===== config.mk =====
export PLATFORM = sky130hd
export DESIGN_NAME = prog_seq_ctrl_flat
export DESIGN_NICKNAME = d
export VERILOG_FILES = /design/src/rtl/prog_seq_ctrl_if.sv /design/src/rtl/prog_seq_ctrl.sv /design/src/flat_wrapper.sv
export SDC_FILE = /design/constraint.sdc
export NUM_CORES = 1
export LEC_CHECK = 0
export BUFFER_PORTS_ARGS = -buffer_cell sky130_fd_sc_hd__buf_2
export CAP_MARGIN = 20
export CORE_UTILIZATION = 50
export CTS_BUF_LIST = sky130_fd_sc_hd__clkbuf_2 sky130_fd_sc_hd__clkbuf_4 sky130_fd_sc_hd__clkbuf_8
export CTS_CLUSTER_DIAMETER = 120
export DETAILED_ROUTE_END_ITERATION = 6
export GPL_TIMING_DRIVEN = 0
export PLACE_DENSITY = 0.72
export SLEW_MARGIN = 5
export SYNTH_ARGS = -nofsm -noshare
export SYNTH_HDL_FRONTEND = slang
export SYNTH_SLANG_ARGS = --single-unit

===== constraint.sdc =====
create_clock -name clk_ref -period 11.1 [get_ports clk_ref]
set_clock_uncertainty 0.2 [all_clocks]
set_input_delay 2.22 -clock clk_ref [delete_from_list [all_inputs] [get_ports clk_ref]]
set_output_delay 2.22 -clock clk_ref [all_outputs]
set_load 0.02 [all_outputs]

===== src/rtl/prog_seq_ctrl_if.sv =====
// Issue channel between the sequencer and the datapath: one instruction
// per valid/ready handshake.
interface prog_seq_ctrl_if #(
  parameter int FIELD_W = 4
);
  logic               issue_valid;
  logic               issue_ready;
  logic [FIELD_W-1:0] issue_op;
  logic [FIELD_W-1:0] issue_rs1;
  logic [FIELD_W-1:0] issue_rs2;
  logic [FIELD_W-1:0] issue_wr;

  modport master (
    output issue_valid, issue_op, issue_rs1, issue_rs2, issue_wr,
    input  issue_ready
  );

  modport slave (
    input  issue_valid, issue_op, issue_rs1, issue_rs2, issue_wr,
    output issue_ready
  );
endinterface


===== src/rtl/prog_seq_ctrl.sv =====
// Button-driven instruction entry sequencer: debounced field entry, single
// instruction execute, and a small program buffer replayed over the issue channel.
module prog_seq_ctrl #(
  parameter int FIELD_W    = 4,
  parameter int DEPTH      = 8,
  parameter int DEB_CYCLES = 16
) (
  input  logic                       clk_ref,
  input  logic                       rst,
  input  logic [FIELD_W-1:0]         sw,
  input  logic                       btn_next,
  input  logic                       btn_run,
  input  logic                       btn_show,
  input  logic                       mode,
  input  logic                       clr,
  prog_seq_ctrl_if.master            iss,
  output logic [2:0]                 state,
  output logic [$clog2(DEPTH):0]     prog_cnt,
  output logic [$clog2(DEPTH)-1:0]   step_idx,
  output logic                       full,
  output logic                       ovf,
  output logic                       show_instr
);
  localparam int AW = $clog2(DEPTH);
  localparam int CW = AW + 1;
  localparam int DW = $clog2(DEB_CYCLES + 1);
  localparam int IW = 4 * FIELD_W;

  typedef enum logic [2:0] {
    S_IDLE = 3'd0,
    S_OP   = 3'd1,
    S_RD1  = 3'd2,
    S_RD2  = 3'd3,
    S_WR   = 3'd4,
    S_EXEC = 3'd5,
    S_DONE = 3'd6,
    S_RUN  = 3'd7
  } state_e;

  // ---------------- button conditioning: {show, run, next}
  logic [2:0]    btn_raw;
  logic [2:0]    sync1_q, sync1_d, sync2_q, sync2_d;
  logic [2:0]    deb_lvl_q, deb_lvl_d, press_q, press_d;
  logic [DW-1:0] deb_cnt_q [3];
  logic [DW-1:0] deb_cnt_d [3];

  assign btn_raw = {btn_show, btn_run, btn_next};

  always_comb begin
    sync1_d   = btn_raw;
    sync2_d   = sync1_q;
    deb_lvl_d = deb_lvl_q;
    press_d   = '0;
    for (int unsigned i = 0; i < 3; i++) begin
      deb_cnt_d[i] = '0;
      // the counter tracks a run of samples disagreeing with the accepted level
      if (sync2_q[i] != deb_lvl_q[i]) begin
        if (deb_cnt_q[i] == DW'(DEB_CYCLES - 1)) deb_lvl_d[i] = sync2_q[i];
        else                                     deb_cnt_d[i] = deb_cnt_q[i] + DW'(1);
      end
      press_d[i] = deb_lvl_d[i] & ~deb_lvl_q[i];
    end
  end

  always_ff @(posedge clk_ref or posedge rst) begin
    if (rst) begin
      sync1_q   <= '0;
      sync2_q   <= '0;
      deb_lvl_q <= '0;
      press_q   <= '0;
      for (int unsigned i = 0; i < 3; i++) deb_cnt_q[i] <= '0;
    end else begin
      sync1_q   <= sync1_d;
      sync2_q   <= sync2_d;
      deb_lvl_q <= deb_lvl_d;
      press_q   <= press_d;
      for (int unsigned i = 0; i < 3; i++) deb_cnt_q[i] <= deb_cnt_d[i];
    end
  end

  logic press_next, press_run, show_lvl;
  assign press_next = press_q[0];
  assign press_run  = press_q[1];
  assign show_lvl   = deb_lvl_q[2];

  // ---------------- sequencer
  state_e             state_q, state_d;
  logic [FIELD_W-1:0] op_q, op_d, rs1_q, rs1_d, rs2_q, rs2_d;
  logic [IW-1:0]      iss_q, iss_d;
  logic [CW-1:0]      prog_cnt_q, prog_cnt_d;
  logic [AW-1:0]      step_q, step_d;
  logic               ovf_q, ovf_d;
  logic               mem_we;
  logic [IW-1:0]      mem_wdata;
  logic [IW-1:0]      prog_mem [DEPTH];

  assign full = (prog_cnt_q == CW'(DEPTH));

  always_comb begin
    state_d    = state_q;
    op_d       = op_q;
    rs1_d      = rs1_q;
    rs2_d      = rs2_q;
    iss_d      = iss_q;
    prog_cnt_d = prog_cnt_q;
    step_d     = step_q;
    ovf_d      = ovf_q;
    mem_we     = 1'b0;
    mem_wdata  = {op_q, rs1_q, rs2_q, sw};
    case (state_q)
      S_IDLE: begin
        if (clr) begin
          prog_cnt_d = '0;
          ovf_d      = 1'b0;
        end
        // a run request racing a clear is dropped so RUN never sees an empty buffer
        if (press_next) begin
          state_d = S_OP;
        end else if (press_run && !clr && (prog_cnt_q != '0)) begin
          state_d = S_RUN;
          step_d  = '0;
          iss_d   = prog_mem[0];
        end
      end
      S_OP:  if (press_next) begin op_d  = sw; state_d = S_RD1; end
      S_RD1: if (press_next) begin rs1_d = sw; state_d = S_RD2; end
      S_RD2: if (press_next) begin rs2_d = sw; state_d = S_WR;  end
      S_WR: begin
        if (press_next) begin
          if (!mode) begin
            iss_d   = {op_q, rs1_q, rs2_q, sw};
            state_d = S_EXEC;
          end else if (!full) begin
            mem_we     = 1'b1;
            prog_cnt_d = prog_cnt_q + CW'(1);
            state_d    = S_OP;
          end else begin
            ovf_d   = 1'b1;
            state_d = S_IDLE;
          end
        end
      end
      S_EXEC: if (iss.issue_ready) state_d = S_DONE;
      S_RUN: begin
        // the next entry is preloaded on each handshake so issue runs back-to-back
        if (iss.issue_ready) begin
          step_d = step_q + AW'(1);
          if ({1'b0, step_q} == prog_cnt_q - CW'(1)) state_d = S_DONE;
          else                                       iss_d   = prog_mem[step_q + AW'(1)];
        end
      end
      S_DONE:  if (press_next) state_d = S_IDLE;
      default: state_d = S_IDLE;
    endcase
  end

  always_ff @(posedge clk_ref or posedge rst) begin
    if (rst) begin
      state_q    <= S_IDLE;
      op_q       <= '0;
      rs1_q      <= '0;
      rs2_q      <= '0;
      iss_q      <= '0;
      prog_cnt_q <= '0;
      step_q     <= '0;
      ovf_q      <= 1'b0;
    end else begin
      state_q    <= state_d;
      op_q       <= op_d;
      rs1_q      <= rs1_d;
      rs2_q      <= rs2_d;
      iss_q      <= iss_d;
      prog_cnt_q <= prog_cnt_d;
      step_q     <= step_d;
      ovf_q      <= ovf_d;
    end
  end

  always_ff @(posedge clk_ref) begin
    if (mem_we) prog_mem[prog_cnt_q[AW-1:0]] <= mem_wdata;
  end

  assign iss.issue_valid = (state_q == S_EXEC) || (state_q == S_RUN);
  assign {iss.issue_op, iss.issue_rs1, iss.issue_rs2, iss.issue_wr} = iss_q;

  assign state      = state_q;
  assign prog_cnt   = prog_cnt_q;
  assign step_idx   = step_q;
  assign ovf        = ovf_q;
  assign show_instr = (state_q == S_DONE) && show_lvl;
endmodule


===== src/flat_wrapper.sv =====
// flat-port wrapper written by rule: the top's interface ports become plain ports
module prog_seq_ctrl_flat 
#(
  parameter int FIELD_W    = 4,
  parameter int DEPTH      = 8,
  parameter int DEB_CYCLES = 16
)
  (clk_ref, rst, sw, btn_next, btn_run, btn_show, mode, clr, state, prog_cnt, step_idx, full, ovf, show_instr, iss_issue_valid, iss_issue_op, iss_issue_rs1, iss_issue_rs2, iss_issue_wr, iss_issue_ready);
  prog_seq_ctrl_if #(.FIELD_W(FIELD_W)) iss_i ();
  input  logic clk_ref;
  input  logic rst;
  input  logic [FIELD_W-1:0] sw;
  input  logic btn_next;
  input  logic btn_run;
  input  logic btn_show;
  input  logic mode;
  input  logic clr;
  output logic [2:0] state;
  output logic [$clog2(DEPTH):0] prog_cnt;
  output logic [$clog2(DEPTH)-1:0] step_idx;
  output logic full;
  output logic ovf;
  output logic show_instr;
  output wire logic [$bits(iss_i.issue_valid)-1:0] iss_issue_valid;
  output wire logic [$bits(iss_i.issue_op)-1:0] iss_issue_op;
  output wire logic [$bits(iss_i.issue_rs1)-1:0] iss_issue_rs1;
  output wire logic [$bits(iss_i.issue_rs2)-1:0] iss_issue_rs2;
  output wire logic [$bits(iss_i.issue_wr)-1:0] iss_issue_wr;
  input wire logic [$bits(iss_i.issue_ready)-1:0] iss_issue_ready;
  assign iss_issue_valid = iss_i.issue_valid;
  assign iss_issue_op = iss_i.issue_op;
  assign iss_issue_rs1 = iss_i.issue_rs1;
  assign iss_issue_rs2 = iss_i.issue_rs2;
  assign iss_issue_wr = iss_i.issue_wr;
  assign iss_i.issue_ready = iss_issue_ready;
  prog_seq_ctrl #(.FIELD_W(FIELD_W), .DEPTH(DEPTH), .DEB_CYCLES(DEB_CYCLES)) u_core (.clk_ref(clk_ref), .rst(rst), .sw(sw), .btn_next(btn_next), .btn_run(btn_run), .btn_show(btn_show), .mode(mode), .clr(clr), .iss(iss_i), .state(state), .prog_cnt(prog_cnt), .step_idx(step_idx), .full(full), .ovf(ovf), .show_instr(show_instr));
endmodule

==> reports/summary.txt, run 1 <==
Total chip power: 0.001230 W
Largest net degree at the start of global routing: 66
Internal cell power: 0.0009581 W
Share of synthesized flip-flops with an asynchronous set or reset: 33.68%
Setup slack of the critical path after layout: 6.504 ns
Worst min path class: flop to flop
CTS Buffer Depth: 2
Worst slew slack as a fraction of its limit: 35.17%
Area growth from synthesis to layout: 12.61%
Core Box Area: 0.01537 sq mm
Syn Area/Cell: 16.55 sq um
Synthesized instance count: 482
Final antenna-violating net count: 0
Count of inserted antenna diode cells: 0
Transition time at the pin with the least slew margin: 0.9671 ns
CTS Hold Bufs: 0
Horizontal die dimension: 128.3 um
Wire length of the first global-routing pass: 26,040 um
Detailed Route WL: 16,690 um
Sequential share of the synthesized area: 68.56%
Total negative setup slack: 0 ns
Fraction of power consumed by combinational cells: 2.0%
Cell type with the largest total area after synthesis: sky130_fd_sc_hd__edfxtp_1
Count of pins on the block boundary: 42
Largest stage delay on the critical path: 0.47 ns
Port Buf Inserts: 41
Utilization after layout: 58.45%
Ranking of synthesized cells by area: sky130_fd_sc_hd__edfxtp_1, sky130_fd_sc_hd__dfrtp_1, sky130_fd_sc_hd__mux4_2
Critical Path End Type: primary output
Final slew viol count: 0
Result of the run: finished, final reports clean
Summed area of non-filler cells in the final layout: 0.008985 sq mm
Final critical-path share of the clock period: 41.41%
Ratio of cells with drive above 1 in the final layout: 29.51%
Yosys synthesis warning count: 0
DP HPWL: 11,240 um
Area enclosed by the die boundary: 0.01647 sq mm
Sw Pwr: 0.0002720 W
Path type of the worst setup path: flop to primary output
Number of placement rows: 45
Critical path, cell by cell: clkbuf_1 > clkbuf_1 > and4_1 > buf_2
Instance area after placement: 0.008612 sq mm
CP max FO: 10
Clock tree from TritonCTS: done
Power per standard cell area: 136.9 mW/mm^2
Starting utilization of the core area: 51.91%
Library cell appearing most often on the critical path: sky130_fd_sc_hd__clkbuf_1
Critical path startpoint category: flop
Leak pwr: 3.390 nW
FMAX: 0.2176 GHz
Synth Register Bits: 193
Top cell type's share of synthesized area: 48.17%
Number of vias in the routed layout: 4,524
Number of instances resized during post-cts repair: 0
Arrival time of the worst setup path: 2.18 ns
Top_reg_cell synth: sky130_fd_sc_hd__edfxtp_1
Global-route congestion overflow total: 0
Clock input transition at the sequential cells of the worst setup and hold paths: 0.09 ns
GRT Overall Usage: 22.27%
Clk Latency, worst-skew pair: 0.47 ns
Net count after synthesis: 500
Worst EP required: 8.68 ns
Post-synth EDFFs: 128
Final hold violations: 0
Worst Setup Slack post-DPL: 6.493 ns
Fraction of power consumed by the clock network: 35.2%
Cell variety after synth: 46
Total DRC errors in the routed layout: 0
Mapped Area: 0.007979 sq mm
Unrepaired setup endpoints after global routing: no
Antenna violations before repair: 0
Highest ir drop seen on vdd: 0.08615 mV
Routed len/inst: 21.47 um
Die height: 128.3 um
Fillcell total: 1,152
Clock period minus final worst setup slack: 4.596 ns
Total of max-cap violations: 0
Total clock buffers created by CTS: 17
Clock Sinks: 193
Final weighted congestion of routability-driven global placement: 0.7847
CTS H-Tree Depth: 4
Setup violation total in the final timing report: 0
Switching part of the total power: 22.11%
Number of DRC markers in iteration 0: 471
Net total in the final layout: 571
Part of the total power dissipated in sequential elements: 62.8%
Pre-Repair DR Iteration Count: 5
Root buffer cell: sky130_fd_sc_hd__clkbuf_8
Master of the slowest instance on the critical path: sky130_fd_sc_hd__clkbuf_1
Via density per instance: 5.822
Number of global-route vias before repair: 4,665
Number of buffers inserted to repair setup after CTS: 0
sequential cells by signal, summed over array words and instances, names as in the netlist, 4 cells and up:
register / cells
u_core.prog_mem: 128
u_core.iss_q: 16
u_core.deb_cnt_q: 15
u_core.op_q: 4
u_core.prog_cnt: 4
u_core.rs1_q: 4
u_core.rs2_q: 4
worst max-delay path: cells and delay by family (launching register included):
kind,cells,cell delay (ns)
buffers and inverters,3,1.03
DFF,1,0.41
and+or+nand+nor,1,0.27
through the flow:
stage	hold slack, ns	instances
4_1_cts	0.1602	777
6_report	0.1565	777
3_5_place_dp	0.1386	745
5_1_grt	0.1622	777
2_1_floorplan	0.1312	482
3_3_place_gp	0.1398	734
cell type report:
type / instances / area, sq um / area share, %
inverter: 8 / 32.53 / 0.3621
tap: 211 / 264.0 / 2.938
timing repair buffer: 52 / 332.8 / 3.704
sequential: 193 / 5470 / 60.88
multi-input combinational: 254 / 2379 / 26.47
clock inverter: 14 / 131.4 / 1.462
clock buffer: 18 / 241.5 / 2.688
buffer: 27 / 133.9 / 1.490
cell families after synthesis:
logic type	after synthesis	synth area share (%)
buf+inv	35	2.054
xor+xnor	16	1.756
fa+ha+maj	6	0.9409
compound gates	75	6.680
simple gates	93	6.006
mux	64	14.00
flops	193	68.56
cells in the mapped netlist (2+ instances only):
master / n
sky130_fd_sc_hd__edfxtp_1: 128
sky130_fd_sc_hd__dfrtp_1: 65
sky130_fd_sc_hd__a22oi_1: 32
sky130_fd_sc_hd__mux4_2: 32
sky130_fd_sc_hd__nand2_1: 26
sky130_fd_sc_hd__nor2_1: 24
sky130_fd_sc_hd__mux2_2: 21
sky130_fd_sc_hd__clkbuf_1: 17
sky130_fd_sc_hd__o211ai_1: 17
sky130_fd_sc_hd__mux2_4: 10
sky130_fd_sc_hd__o21ai_0: 10
sky130_fd_sc_hd__xor2_1: 10
sky130_fd_sc_hd__and2_1: 8
sky130_fd_sc_hd__inv_1: 8
sky130_fd_sc_hd__a21oi_1: 7
sky130_fd_sc_hd__buf_2: 7
sky130_fd_sc_hd__nand3_1: 7
sky130_fd_sc_hd__ha_1: 6
sky130_fd_sc_hd__xnor2_1: 6
sky130_fd_sc_hd__nor2b_1: 4
sky130_fd_sc_hd__nor3_1: 4
sky130_fd_sc_hd__and3_1: 3
sky130_fd_sc_hd__nand4_1: 3
sky130_fd_sc_hd__nor4b_1: 3
sky130_fd_sc_hd__a32o_1: 2
sky130_fd_sc_hd__and4_1: 2
path summary, 6_finish.rpt:
path	endpoint	slack, ns	from	cells after the start
setup / recovery	show_instr	6.50	u_core.state[1]	4
hold / removal	u_core.sync2_q[0]	0.16	u_core.sync1_q[0]	0
setup reg to reg	u_core.prog_mem[2][7]	7.77	u_core.prog_cnt[0]	7
hold reg to reg	u_core.sync2_q[0]	0.16	u_core.sync1_q[0]	0
max in group asynchronous	u_core.iss_q[6]	8.46	rst	2
min in group asynchronous	u_core.deb_cnt_q[4]	1.71	rst	2
routing by layer:
layer	wire length (um)	global-route usage, %	share of wire, %	vias to the layer above
met5	0	0	0	-
met4	364	9.273	2.2	0
met3	1116	5.467	6.7	30
met2	8545	37.74	51	169
met1	6658	27.49	40	2305
li1	-	-	-	2020
placed cells by master, fill, tap and decap left out, types with 3 or more instances in the layout:
master                       n
sky130_fd_sc_hd__a21oi_1     7
sky130_fd_sc_hd__a22oi_1    32
sky130_fd_sc_hd__and2_1      8
sky130_fd_sc_hd__and3_1      3
sky130_fd_sc_hd__buf_2      48
sky130_fd_sc_hd__buf_4       3
sky130_fd_sc_hd__buf_8       6
sky130_fd_sc_hd__clkbuf_1   17
sky130_fd_sc_hd__clkbuf_8   17
sky130_fd_sc_hd__clkinv_4    4
sky130_fd_sc_hd__dfrtp_1    65
sky130_fd_sc_hd__edfxtp_1  128
sky130_fd_sc_hd__ha_1        6
sky130_fd_sc_hd__inv_1       7
sky130_fd_sc_hd__inv_6       3
sky130_fd_sc_hd__mux2_2     21
sky130_fd_sc_hd__mux2_4     10
sky130_fd_sc_hd__mux4_2     32
sky130_fd_sc_hd__nand2_1    26
sky130_fd_sc_hd__nand3_1     7
sky130_fd_sc_hd__nand4_1     3
sky130_fd_sc_hd__nor2_1     21
sky130_fd_sc_hd__nor2_2      3
sky130_fd_sc_hd__nor2b_1     4
sky130_fd_sc_hd__nor3_2      4
sky130_fd_sc_hd__nor4b_1     3
sky130_fd_sc_hd__o211ai_1   17
sky130_fd_sc_hd__o21ai_0    10
sky130_fd_sc_hd__xnor2_1     6
sky130_fd_sc_hd__xor2_1     10
power groups by stage:
stage | clock, W | sequential [W] | combinational (W)
floorplan | 0 | 0.000788 | 0.0000139
global placement | 0 | 0.000788 | 0.0000233
detailed placement | 0 | 0.000789 | 0.0000245
CTS | 0.000440 | 0.000773 | 0.0000246
global route | 0.000467 | 0.000774 | 0.0000274
finish | 0.000433 | 0.000773 | 0.0000242
(Power assumes the default switching activity.)
==> run 2, diff against run 1 <==
ABC_AREA = 1   (was not set)
clock period = 4.7 ns   (was 11.1 ns; I/O delays follow)
==> run 2 against run 1 <==
Critical path depth rose by 6. Non-clock buffer count rose by 2. Wire length rose by 20%. Power rose to 4.0 times the previous value. Register-to-register slack got worse by 6.2 ns. Largest power group unchanged.
==> reports/summary.txt, run 2 <==
Total DRC errors in the routed layout: 0
Final weighted congestion of routability-driven global placement: 0.8324
Global-route congestion overflow total: 0
Worst EP required: 4.67 ns
Horizontal die dimension: 131.7 um
CP max FO: 10
Total clock buffers created by CTS: 17
Synthesized instance count: 833
Total chip power: 0.004961 W
Area enclosed by the die boundary: 0.01734 sq mm
DP HPWL: 13,170 um
Yosys synthesis warning count: 0
Launch instance of the worst min-delay path: u_core.sync1_q[2]
Worst min path class: flop to flop
Power per standard cell area: 524.7 mW/mm^2
Number of global-route vias before repair: 5,634
Number of vias in the routed layout: 6,085
Detailed Route WL: 20,030 um
Mapped Area: 0.008408 sq mm
Antenna violations before repair: 1
Via density per instance: 5.366
Clock input transition at the sequential cells of the worst setup and hold paths: 0.09 ns
Total of max-cap violations: 0
Commonest non-fill, non-tap cell in the layout: sky130_fd_sc_hd__nand2_1
Arrival time of the worst setup path: 3.11 ns
Core Box Area: 0.01652 sq mm
GRT Overall Usage: 24.13%
Fillcell total: 1,409
Highest ir drop seen on vdd: 0.4246 mV
Synth Register Bits: 193
Pre-Repair DR Iteration Count: 5
Max reg flops: 128
Result of the run: finished, final reports clean
Wire length of the first global-routing pass: 30,400 um
Largest net degree at the start of global routing: 66
Final hold violations: 0
Largest stage delay on the critical path: 0.61 ns
Net total in the final layout: 919
Critical Path End Type: flop
Critical path, cell by cell: buf_2 > nor2_4 > nand2_4 > inv_2 > buf_2 > nand2_1 > inv_1 > nand2_1 > nor3_2 > buf_4
Root buffer cell: sky130_fd_sc_hd__clkbuf_8
Top cell type's share of synthesized area: 45.71%
Setup slack of the critical path after layout: 1.566 ns
Top_reg_cell synth: sky130_fd_sc_hd__edfxtp_1
Number of instances resized during post-cts repair: 0
Ratio of cells with drive above 1 in the final layout: 13.79%
Clock tree from TritonCTS: done
Transition time at the pin with the least slew margin: 0.8109 ns
Worst Setup Slack post-DPL: 1.543 ns
Clk Latency, worst-skew pair: 0.47 ns
Master of the slowest instance on the critical path: sky130_fd_sc_hd__nor3_2
Sequential share of the synthesized area: 65.06%
Routed len/inst: 17.66 um
Path type of the worst setup path: flop to flop
Die height: 131.7 um
Final antenna-violating net count: 0
Clock period minus final worst setup slack: 3.134 ns
Cell variety after synth: 34
Clock Sinks: 193
Number of DRC markers in iteration 0: 606
Critical path startpoint category: flop
Most common cell in the synthesized netlist: sky130_fd_sc_hd__nand2_1
Syn Area/Cell: 10.09 sq um
Share of synthesized flip-flops with an asynchronous set or reset: 33.68%
Starting utilization of the core area: 50.88%
Net count after synthesis: 851
Final slew viol count: 0
Length in cells of the worst reg-to-reg path: 10
Unrepaired setup endpoints after global routing: no
Setup violation total in the final timing report: 0
Total negative setup slack: 0 ns
Top library cells by usage in the layout, fill and taps aside: sky130_fd_sc_hd__nand2_1, sky130_fd_sc_hd__edfxtp_1, sky130_fd_sc_hd__o21ai_0
CTS H-Tree Depth: 4
Crit path buf inv count: 5
Commonest cells in the synthesized netlist: sky130_fd_sc_hd__nand2_1, sky130_fd_sc_hd__edfxtp_1, sky130_fd_sc_hd__nor2_1
Area growth from synthesis to layout: 12.46%
CTS Hold Bufs: 0
Number of cells on the worst hold path: 0
FMAX: 0.3191 GHz
Leak pwr: 3.841 nW
Cell depth of the worst setup path: 10
Source of the worst register-to-register timing path: u_core.state[0]
Number of buffers inserted to repair setup after CTS: 0
Number of placement rows: 47
Setup crit start: u_core.state[0]
Port Buf Inserts: 41
Worst slew slack as a fraction of its limit: 45.94%
Cell type with the largest total area after synthesis: sky130_fd_sc_hd__edfxtp_1
Final critical-path share of the clock period: 66.68%
Count of inserted antenna diode cells: 0
Ranking of synthesized cells by area: sky130_fd_sc_hd__edfxtp_1, sky130_fd_sc_hd__dfrtp_1, sky130_fd_sc_hd__nand2_1
CTS Buffer Depth: 2
Family of cells with the greatest summed delay on the critical path: simple AND/OR/NAND/NOR gates
Post-synth EDFFs: 128
Count of pins on the block boundary: 42
run 2: final timing paths:
kind | slack (ns) | to
max | 1.57 | u_core.prog_mem[1][11]
min | 0.16 | u_core.sync2_q[2]
max reg2reg | 1.57 | u_core.prog_mem[1][11]
min reg2reg | 0.16 | u_core.sync2_q[2]
max in group asynchronous | 3.34 | u_core.iss_q[6]
min in group asynchronous | 0.43 | u_core.deb_cnt_q[0]
run 2: cell type report:
type	count	area, sq um	area share, %
Clock inverter	13	148.9	1.575
Sequential cell	193	5470	57.85
Multi-Input combinational cell	538	2531	26.77
Clock buffer	19	255.2	2.699
Tap cell	220	275.3	2.911
Buffer	32	165.2	1.747
Inverter	70	266.5	2.819
Timing Repair Buffer	49	342.8	3.626
run 2: logic make-up after synthesis:
| logic type | count (synthesis) | synth area share (%) |
|---|---|---|
| xor+xnor | 10 | 1.042 |
| compound gates | 96 | 5.997 |
| mux | 1 | 0.1339 |
| fa+ha+maj | 6 | 0.8928 |
| simple gates | 425 | 21.77 |
| flops | 193 | 65.06 |
| buf+inv | 102 | 5.104 |
run 2: layer usage:
layer | vias up | track usage [%] | share of wire (%)
met5 | - | 0 | 0.060
met3 | 48 | 5.517 | 9.8
met4 | 2 | 10.79 | 3.0
li1 | 2907 | - | -
met2 | 288 | 37.98 | 46
met1 | 2840 | 32.07 | 41
run 2: where the power goes:
group          internal, W  total, W  leakage [nW]  switching (W)
registers          0.00190   0.00197          1.61      0.0000668
logic             0.000568   0.00189          2.04        0.00132
clock network     0.000502   0.00110         0.198       0.000596
total              0.00297   0.00496          3.84        0.00199
run 2: per-stage QoR:
step / utilization (%) / std cells / instance area, sq um / hold WS [ns]
final: 57.22 / 1134 / 9455 / 0.1611
after floorplan: - / 833 / 8408 / 0.1312
after global placement: 53.79 / 1094 / 8889 / 0.1326
after detailed placement: 54.77 / 1102 / 9051 / 0.1426
after CTS: 57.22 / 1134 / 9455 / 0.1692
after global routing: 57.22 / 1134 / 9455 / 0.1741
run 2: worst register-to-register path, delay by kind of cell, from the launching register on:
kind | cells | cell delay, ns
simple gates | 5 | 1.25
buf+inv | 5 | 0.99
flops | 1 | 0.39
